--- config.mk ---
export PLATFORM = sky130hd
export DESIGN_NAME = convert_3d_sub_array_to_1d_stream
export DESIGN_NICKNAME = d
export VERILOG_FILES = /design/src/rtl/sub_array_pkg.sv /design/src/rtl/sub_array_index_gen.sv /design/src/rtl/convert_3d_sub_array_to_1d_stream.sv
export SDC_FILE = /design/constraint.sdc
export NUM_CORES = 1
export LEC_CHECK = 0
export BUFFER_PORTS_ARGS = -buffer_cell sky130_fd_sc_hd__buf_2
export CORE_MARGIN = 4
export CORE_UTILIZATION = 57
export CTS_BUF_LIST = sky130_fd_sc_hd__clkbuf_16
export DETAILED_ROUTE_END_ITERATION = 8
export PLACE_DENSITY = 0.83
export SETUP_SLACK_MARGIN = 0.5
export SKIP_CTS_REPAIR_TIMING = 1
export SLEW_MARGIN = 20
export SYNTH_ARGS = -nofsm -noshare
export SYNTH_HDL_FRONTEND = slang
export SYNTH_SLANG_ARGS = --single-unit
--- constraint.sdc ---
create_clock -name clk -period 17.6 [get_ports clk]
set_clock_uncertainty 0.1 [all_clocks]
set_input_delay 1.76 -clock clk [delete_from_list [all_inputs] [get_ports clk]]
set_output_delay 1.76 -clock clk [all_outputs]
set_load 0.1 [all_outputs]
--- src/rtl/sub_array_pkg.sv ---
// Shared types and helpers for the sub-array stream converters.
package sub_array_pkg;

  typedef enum logic [1:0] {
    StIdle,
    StSendTop,
    StSendBot
  } state_e;

  // Region select for the index generator.
  localparam logic RegionTop = 1'b0;
  localparam logic RegionBot = 1'b1;

  // Counter width that never collapses to zero bits.
  function automatic int unsigned clog2_min1(input int unsigned n);
    return (n <= 1) ? 1 : $clog2(n);
  endfunction

  // Element counts of the two regions, for a given geometry.
  function automatic int unsigned top_elems(input int unsigned sub_rows, input int unsigned cols);
    return sub_rows * cols;
  endfunction

  function automatic int unsigned bot_elems(input int unsigned rows, input int unsigned sub_rows,
                                            input int unsigned cols);
    return (rows - sub_rows) * cols;
  endfunction

endpackage

--- src/rtl/sub_array_index_gen.sv ---
// Row/col walker for one region: row is the fast (inner) counter wrapping at the region height,
// col is the slow (outer) counter wrapping at COLS.
module sub_array_index_gen
  import sub_array_pkg::*;
#(
  parameter int unsigned ROWS     = 8,
  parameter int unsigned COLS     = 8,
  parameter int unsigned SUB_ROWS = 4
) (
  input  logic                          clk,
  input  logic                          rst_n,
  input  logic                          step,
  input  logic                          clear,
  input  logic                          region,
  output logic [clog2_min1(ROWS)-1:0]   row,
  output logic [clog2_min1(COLS)-1:0]   col,
  output logic                          region_done
);

  localparam int unsigned RowW = clog2_min1(ROWS);
  localparam int unsigned ColW = clog2_min1(COLS);
  // Bottom height of zero only occurs when the bottom region is never entered.
  localparam int unsigned BotRows = (ROWS > SUB_ROWS) ? ROWS - SUB_ROWS : 1;

  logic [RowW-1:0] row_q, row_d, row_max;
  logic [ColW-1:0] col_q, col_d;
  logic            row_wrap, col_wrap;

  // Wrap detection and next counter values; clear wins over step.
  always_comb begin
    row_max  = (region == RegionBot) ? RowW'(BotRows - 1) : RowW'(SUB_ROWS - 1);
    row_wrap = (row_q == row_max);
    col_wrap = (col_q == ColW'(COLS - 1));
    row_d    = row_q;
    col_d    = col_q;
    if (clear) begin
      row_d = '0;
      col_d = '0;
    end else if (step) begin
      if (row_wrap) begin
        row_d = '0;
        col_d = col_wrap ? '0 : col_q + ColW'(1);
      end else begin
        row_d = row_q + RowW'(1);
      end
    end
  end

  // Counter registers.
  always_ff @(posedge clk) begin
    if (!rst_n) begin
      row_q <= '0;
      col_q <= '0;
    end else begin
      row_q <= row_d;
      col_q <= col_d;
    end
  end

  assign row         = row_q;
  assign col         = col_q;
  assign region_done = row_wrap && col_wrap;

endmodule

--- src/rtl/convert_3d_sub_array_to_1d_stream.sv ---
// Serializes a ROWS x COLS frame into single-element beats: top region (rows 0..SUB_ROWS-1)
// column by column, then the bottom region the same way. Frames chain with no bubble when a new
// frame is offered on the last beat.
// Optional feature macro: SUB_ARRAY_STREAM_FRAME_CNT_EN adds a 16-bit completed-frame counter.
module convert_3d_sub_array_to_1d_stream
  import sub_array_pkg::*;
#(
  parameter int unsigned BIT_WIDTH = 4,
  parameter int unsigned ROWS      = 8,
  parameter int unsigned COLS      = 8,
  parameter int unsigned SUB_ROWS  = 4
) (
  input  logic                 clk,
  input  logic                 rst_n,
  input  logic                 in_valid,
  output logic                 in_ready,
  input  logic [BIT_WIDTH-1:0] in [ROWS-1:0][COLS-1:0],
  output logic                 out_valid,
  input  logic                 out_ready,
  output logic [BIT_WIDTH-1:0] out_data,
  output logic                 out_last
`ifdef SUB_ARRAY_STREAM_FRAME_CNT_EN
  ,
  output logic [15:0]          frame_cnt
`endif
);

  localparam int unsigned RowW    = clog2_min1(ROWS);
  localparam int unsigned ColW    = clog2_min1(COLS);
  localparam bit          TopOnly = (SUB_ROWS == ROWS);

  if (SUB_ROWS < 1 || SUB_ROWS > ROWS) begin : g_bad_sub_rows
    $error("SUB_ROWS must lie in 1..ROWS");
  end

  state_e              state_q, state_d;
  logic [BIT_WIDTH-1:0] frame_q [ROWS-1:0][COLS-1:0];
  logic [BIT_WIDTH-1:0] frame_d [ROWS-1:0][COLS-1:0];
  logic                step, clear, region, region_done;
  logic                beat, last_beat, accept;
  logic [RowW-1:0]     row, abs_row;
  logic [ColW-1:0]     col;

  sub_array_index_gen #(
    .ROWS     (ROWS),
    .COLS     (COLS),
    .SUB_ROWS (SUB_ROWS)
  ) u_index_gen (
    .clk         (clk),
    .rst_n       (rst_n),
    .step        (step),
    .clear       (clear),
    .region      (region),
    .row         (row),
    .col         (col),
    .region_done (region_done)
  );

  // Handshakes, next state and counter control.
  always_comb begin
    state_d   = state_q;
    step      = 1'b0;
    clear     = 1'b0;
    region    = (state_q == StSendBot) ? RegionBot : RegionTop;
    out_valid = (state_q != StIdle);
    out_last  = region_done &&
                ((state_q == StSendBot) || ((state_q == StSendTop) && TopOnly));
    beat      = out_valid && out_ready;
    last_beat = beat && out_last;
    in_ready  = rst_n && ((state_q == StIdle) || last_beat);
    accept    = in_valid && in_ready;
    frame_d   = accept ? in : frame_q;
    unique case (state_q)
      StIdle: begin
        if (accept) begin
          state_d = StSendTop;
          clear   = 1'b1;
        end
      end
      StSendTop: begin
        if (beat) begin
          if (region_done) begin
            clear = 1'b1;
            if (TopOnly) state_d = accept ? StSendTop : StIdle;
            else         state_d = StSendBot;
          end else begin
            step = 1'b1;
          end
        end
      end
      StSendBot: begin
        if (beat) begin
          if (region_done) begin
            clear   = 1'b1;
            state_d = accept ? StSendTop : StIdle;
          end else begin
            step = 1'b1;
          end
        end
      end
      default: state_d = StIdle;
    endcase
  end

  // Output element mux; bottom rows are offset by the top height.
  always_comb begin
    abs_row  = (region == RegionBot) ? row + RowW'(SUB_ROWS) : row;
    out_data = out_valid ? frame_q[abs_row][col] : '0;
  end

  // State register.
  always_ff @(posedge clk) begin
    if (!rst_n) state_q <= StIdle;
    else        state_q <= state_d;
  end

  // Frame register: only loads on accept, so it is frozen for the whole frame.
  always_ff @(posedge clk) begin
    frame_q <= frame_d;
  end

`ifdef SUB_ARRAY_STREAM_FRAME_CNT_EN
  logic [15:0] frame_cnt_q, frame_cnt_d;

  // Count completed frames, wrapping naturally at 16 bits.
  always_comb begin
    frame_cnt_d = last_beat ? frame_cnt_q + 16'd1 : frame_cnt_q;
  end

  // Frame counter register.
  always_ff @(posedge clk) begin
    if (!rst_n) frame_cnt_q <= '0;
    else        frame_cnt_q <= frame_cnt_d;
  end

  assign frame_cnt = frame_cnt_q;
`endif

endmodule

After elaboration in Yosys (flattened, before gate mapping)
Cells that the tools add are included.
- add/sub/neg operators: 3
- reductions and logical operators: 13
- multiplexer cells: 23
- bitwise gates (word level): 1
- eq/ne operators: 9
- order comparisons: 2
- operators by type and width (operator ; count):
    $bmux 32 s3 ; 1
    $mux 32 ; 1
    $bmux 4 s3 ; 1
    $mux 2 ; 5
    $ne 2x2->1 const B ; 5
    $mux 3 ; 3
    $lt 3x4->1 const B ; 2
    $mux 1 ; 8
    $mux 4 ; 2
    $add 3x1->3 const B ; 2
    $logic_and 1x1->1 ; 6
    $pmux 2 s3 ; 1
    $reduce_and 5->1 ; 1
    $reduce_or 2->1 ; 2
    $add 3x3->3 const B ; 1
    $eq 3x2->1 const B ; 1
    $eq 3x3->1 const B ; 1
    $eq 2x1->1 const B ; 1
    $eq 2x2->1 const B ; 1
    $logic_not 2->1 ; 1
    $pmux 1 s2 ; 1
    $reduce_and 2->1 ; 1
    $reduce_bool 2->1 ; 1
    $logic_or 1x1->1 ; 1
    $not 1->1 ; 1
- logic and storage cells: 118
- register bits: 264

Depth between registers and ports, before layout
- depth after elaboration: 11
- mapped depth: 11
- depth with buffers taken out: 8

Hierarchy
From an unflattened synthesis, not the netlist that was laid out.
- cell total of the unflattened synthesis: 512
- area total of the unflattened synthesis: 10433.8 um^2
- modules (own cells, without submodules) (module ; area an instance (um^2) ; sequential area each (um^2) ; cells each ; times used):
    convert_3d_sub_array_to_1d_stream ; 10148.5 ; 7727.4 ; 481 ; 1
    sub_array_index_gen ; 285.3 ; 120.1 ; 31 ; 1

Worst setup path before layout
No wires, ideal clock.
- path kind: input -> register
- from: input port out_ready
- to: register frame_q[0] (netlist bit) (enable)
- required time: 16853 ps
- setup slack: 8286 ps
- stages on the path: 3
- buffers on the path: 0
- data arrival time: 8567 ps
- setup time: 647 ps
- path through: and3_1 > o21a_1 > and2_1
- cells in the longest elaborated chain, start to end: 5
- RTL lines (element ; RTL line ; source):
    start: declaration ; convert_3d_sub_array_to_1d_stream.sv:19 ; input logic out_ready,
    $logic_and 1x1->1 ; convert_3d_sub_array_to_1d_stream.sv:68 ; beat = out_valid && out_ready;
    $logic_and 1x1->1 ; convert_3d_sub_array_to_1d_stream.sv:69 ; last_beat = beat && out_last;
    $logic_or 1x1->1 ; convert_3d_sub_array_to_1d_stream.sv:70 ; in_ready = rst_n && ((state_q == StIdle) || last_beat);
    $logic_and 1x1->1 ; convert_3d_sub_array_to_1d_stream.sv:70 ;
    via in_ready ; convert_3d_sub_array_to_1d_stream.sv:16 ; output logic in_ready,
    $logic_and 1x1->1 ; convert_3d_sub_array_to_1d_stream.sv:71 ; accept = in_valid && in_ready;
    end signal: assignment ; convert_3d_sub_array_to_1d_stream.sv:119 ; frame_q <= frame_d;
    end: declaration ; convert_3d_sub_array_to_1d_stream.sv:37 ; logic [BIT_WIDTH-1:0] frame_q [ROWS-1:0][COLS-1:0];
The timed path passes the listed nets, and every way through them passes these cells.
A chain may end at the register's enable or synchronous reset.

Worst setup path in the final report
- from: register state_q[0]
- to: output port out_data[0]
- cells in the longest elaborated chain, start to end: 8
- elaborated cells on any way between the ends: 9
- classes of those cells: eq/ne (1); mux (7); reduce/logical (1)
- RTL lines (element ; RTL line ; source):
    start: declaration ; convert_3d_sub_array_to_1d_stream.sv:36 ; state_e state_q, state_d;
    start signal: assignment ; convert_3d_sub_array_to_1d_stream.sv:113 ; if (!rst_n) state_q <= StIdle;
    start signal: assignment ; convert_3d_sub_array_to_1d_stream.sv:114 ; else state_q <= state_d;
    $eq 2x2->1 ; convert_3d_sub_array_to_1d_stream.sv:64 ; region = (state_q == StSendBot) ? RegionBot : RegionTop;
    $mux 1 ; convert_3d_sub_array_to_1d_stream.sv:64 ;
    $mux 3 ; convert_3d_sub_array_to_1d_stream.sv:107 ; abs_row = (region == RegionBot) ? row + RowW'(SUB_ROWS) : row;
    $bmux 32 s3 ; convert_3d_sub_array_to_1d_stream.sv:108 ; out_data = out_valid ? frame_q[abs_row][col] : '0;
    $mux 32 (not written as such) ; convert_3d_sub_array_to_1d_stream.sv:108 ;
    $bmux 4 s3 ; convert_3d_sub_array_to_1d_stream.sv:108 ;
    $mux 4 (not written as such) ; convert_3d_sub_array_to_1d_stream.sv:108 ;
    $mux 4 (*) ; convert_3d_sub_array_to_1d_stream.sv:108 ;
    end: declaration ; convert_3d_sub_array_to_1d_stream.sv:20 ; output logic [BIT_WIDTH-1:0] out_data,
Mark *: on every way between the ends. The rest lies on a longest branch, timed or not. The select of a mux whose other input is x is not followed.

==> impl_metrics.csv <==
group,metric,value,unit
die,rows,49,
synthesis,synth-seq-cells,264,
critical_path,worstPathArrival,3890,ps
die,io_pins,267,
cells_and_area,design_area,12700,um^2
sta,slew_viol_final,0,
detailed_routing,wl_per_cell,22.6,um
critical_path,rr_endpoint,"frame_q[242]",
power_and_ir_drop,power_density,119,nW/um^2
synthesis,synthTopCellsByArea,"edfxtp_1 (74%), mux4_2 (13%), dfxtp_1 (1.5%)",
cells_and_area,areaGrowthSynthToFinish,22.6,%
synthesis,synth_top_area_share,74.1,%
sta,final_hold_viol_count,0,
critical_path,reg2reg_depth,8,
grt,grt_max_degree,72,
critical_path,crit_path_max_incr_delay,530,ps
power_and_ir_drop,total_power,1520,uW
detailed_routing,vias,5854,
sta,worstMarginPinSlew,969,ps
die,start_util,57.9,%
die,coreArea,17900,um^2
synthesis,synth_top_cell_by_area,"edfxtp_1",
synthesis,synth-main-ff-cell,"edfxtp_1",
grt,overflow,0,
critical_path,path_buf_inv,3,
clock_network,numCtsBuffers,26,
sta,fin_crit,5750,ps
clock_network,clk_path_buf_depth,3,
synthesis,syn_area_per_cell,20.3,um^2
place,portBuffers,266,
critical_path,cp.required,15740,ps
flow_run,maxCapViolCount,0,
cells_and_area,drive_gt1_share,46.7,%
critical_path,endpoint,"out_data[0]",
die,die_h,143,um
sta,tns,0,ps
sta,relSlewSlack,35.4,%
clock_network,clkSinkCount,264,
synthesis,synth_edf_count,256,
critical_path,critPathLaunch,"state_q[0]",
cells_and_area,fill_cells,1138,
synthesis,yosys_warnings,0,
detailed_routing,first_iter_violations,417,
cells_and_area,layout_commonest_cell,"buf_2",
critical_path,worstPathCellList,"inv_1 -> ha_1 -> xor2_4 -> buf_4 -> mux2i_1 -> mux4_2 -> o211ai_1 -> nand4_1 -> o21ai_1 -> buf_2",
grt,grt_usage,22.3,%
place,place_area,11900,um^2
detailed_routing,via_per_inst,5.66,
detailed_routing,route.detailed.drc,0,
clock_network,htree_num_levels,1,
clock_network,cts_tree,"yes",
grt,antenna_found_initial,4,
critical_path,cp_max_fo,38,
sta,setup_ws,11850,ps
cells_and_area,final_cell_mix,"buf_2 (266), edfxtp_1 (256), mux4_2 (62), nand2_1 (39), clkbuf_16 (26)",
place,pre_cts_slack,12420,ps
synthesis,ys_seq_area_share,75.7,%
sta,fin_crit_sh,32.7,%
clock_network,clock_latency,520,ps
detailed_routing,ant_nets,0,
synthesis,synth_cells,512,
place,place.gp.congestion,0.811,
critical_path,crit_type,"reg2out",
sta,rsz0062_at_grt,"no",
synthesis,synth_cell_type_count,42,
critical_path,rrSetupSlack,12870,ps
cells_and_area,fin_nets,1053,
die,die_area,20400,um^2
min_path,hold_depth,2,
grt,grt_pass1_vias,6378,
outcome,outcome,"complete, no violations",
min_path,hp-class,"reg2reg",
sta,fmax,174,MHz
grt,grt_pass1_wl,34.2,mm
die,die_w,143,um
critical_path,worstSetupEndpointType,"output port",
synthesis,synth_fp_nets,780,
sta,setup_viol,0,
power_and_ir_drop,irDropWorstVdd,0.0973,mV
critical_path,path_depth,10,
critical_path,r2r-start,"u_index_gen.col[1]",
critical_path,critPathTopFamily,"buffers and inverters",
synthesis,synth_area,10400,um^2
clock_network,clock-root-buffer,"clkbuf_16",
power_and_ir_drop,leakagePower,0.00460,uW
cells_and_area,fin_util,71.0,%
detailed_routing,drtPass1Iterations,5,
synthesis,async_flop_share,0,%
critical_path,start_kind,"flop",
place,dp_hpwl,16.7,mm
critical_path,cp_slowest_cell,"buf_4",
detailed_routing,wirelength,23.4,mm
clock_network,clkTransAtPathRegs,60,ps
[metrics by stage]
| stage | hold slack [ps] | std cells |
|---|---|---|
| finish | 445 | 1035 |
| global route | 483 | 1035 |
| CTS | 441 | 1031 |
| detailed placement | 428 | 985 |
| global placement | 405 | 985 |
| floorplan | 391 | 512 |
[worst min-delay path by stage]
stage | startpoint | to
after global routing | state_q[0] | state_q[0]
final | state_q[0] | state_q[0]
after detailed placement | state_q[0] | state_q[0]
after global placement | state_q[0] | state_q[0]
after floorplan | state_q[0] | state_q[0]
after CTS | state_q[0] | state_q[0]
[report_power, final]
group	internal, uW	switching [uW]	leakage [uW]
Sequential	776	21.6	0.00245
Combinational	76.6	139	0.00177
Clock	282	223	0.000390
Total	1140	383	0.00460
[logic make-up after synthesis]
logic type               after synthesis  share of synthesized area (%)
flip-flops                           264                           75.7
AND/OR/NAND/NOR                      103                           4.67
multiplexers                          77                           15.2
buffers and inverters                 31                           1.42
AO/OA/AOI/OAI                         26                           1.58
adder cells (fa/ha/maj)                8                          0.965
XOR/XNOR                               3                          0.434
[routing by layer]
metal  GRT usage [%]  wire length [um]  vias to the layer above  share of wire, %
met1            27.7              8290                     2917                35
met4            6.45               678                        2               2.9
li1                -                 -                     2641                 -
met5               0                 7                        -             0.030
met3            4.52              1580                       44               6.7
met2            40.2             12800                      250                55
[cell usage after synthesis, types with 3 or more instances]
cell / instances
nand2_1: 39
nor3_1: 6
nor2b_1: 5
nand2b_1: 5
nand4_1: 7
o211ai_1: 3
inv_1: 5
o21ai_1: 3
clkbuf_1: 9
mux4_2: 62
nand3_1: 17
edfxtp_1: 256
dfxtp_1: 8
buf_2: 12
mux2i_1: 12
nor2_1: 15
a21oi_1: 8
ha_1: 8
[sequential cells by signal, summed over array words and instances (netlist names)]
signal,flops
u_index_gen.col,3
state_q,2
u_index_gen.row,3
frame_q,256
[layout make-up]
class                           count  area [um^2]  share of cell area [%]
Sequential cell                   264         7860                    61.8
Inverter                            5         18.8                   0.148
Timing Repair Buffer              271         1380                    10.9
Clock inverter                     20          128                    1.00
Clock buffer                       26          651                    5.12
Antenna cell                        3         7.51                  0.0591
Multi-Input combinational cell    217         2380                    18.8
Tap cell                          229          287                    2.25
[worst register-to-register path, cell delays in order, from the launching register on]
cell     delay (ps)
dfxtp_1         910
ha_1            300
ha_1            180
and3b_1         250
and3_1          200
o21a_1          140
and2_4          590
buf_4           800
buf_4           860
(Power assumes the default switching activity.)
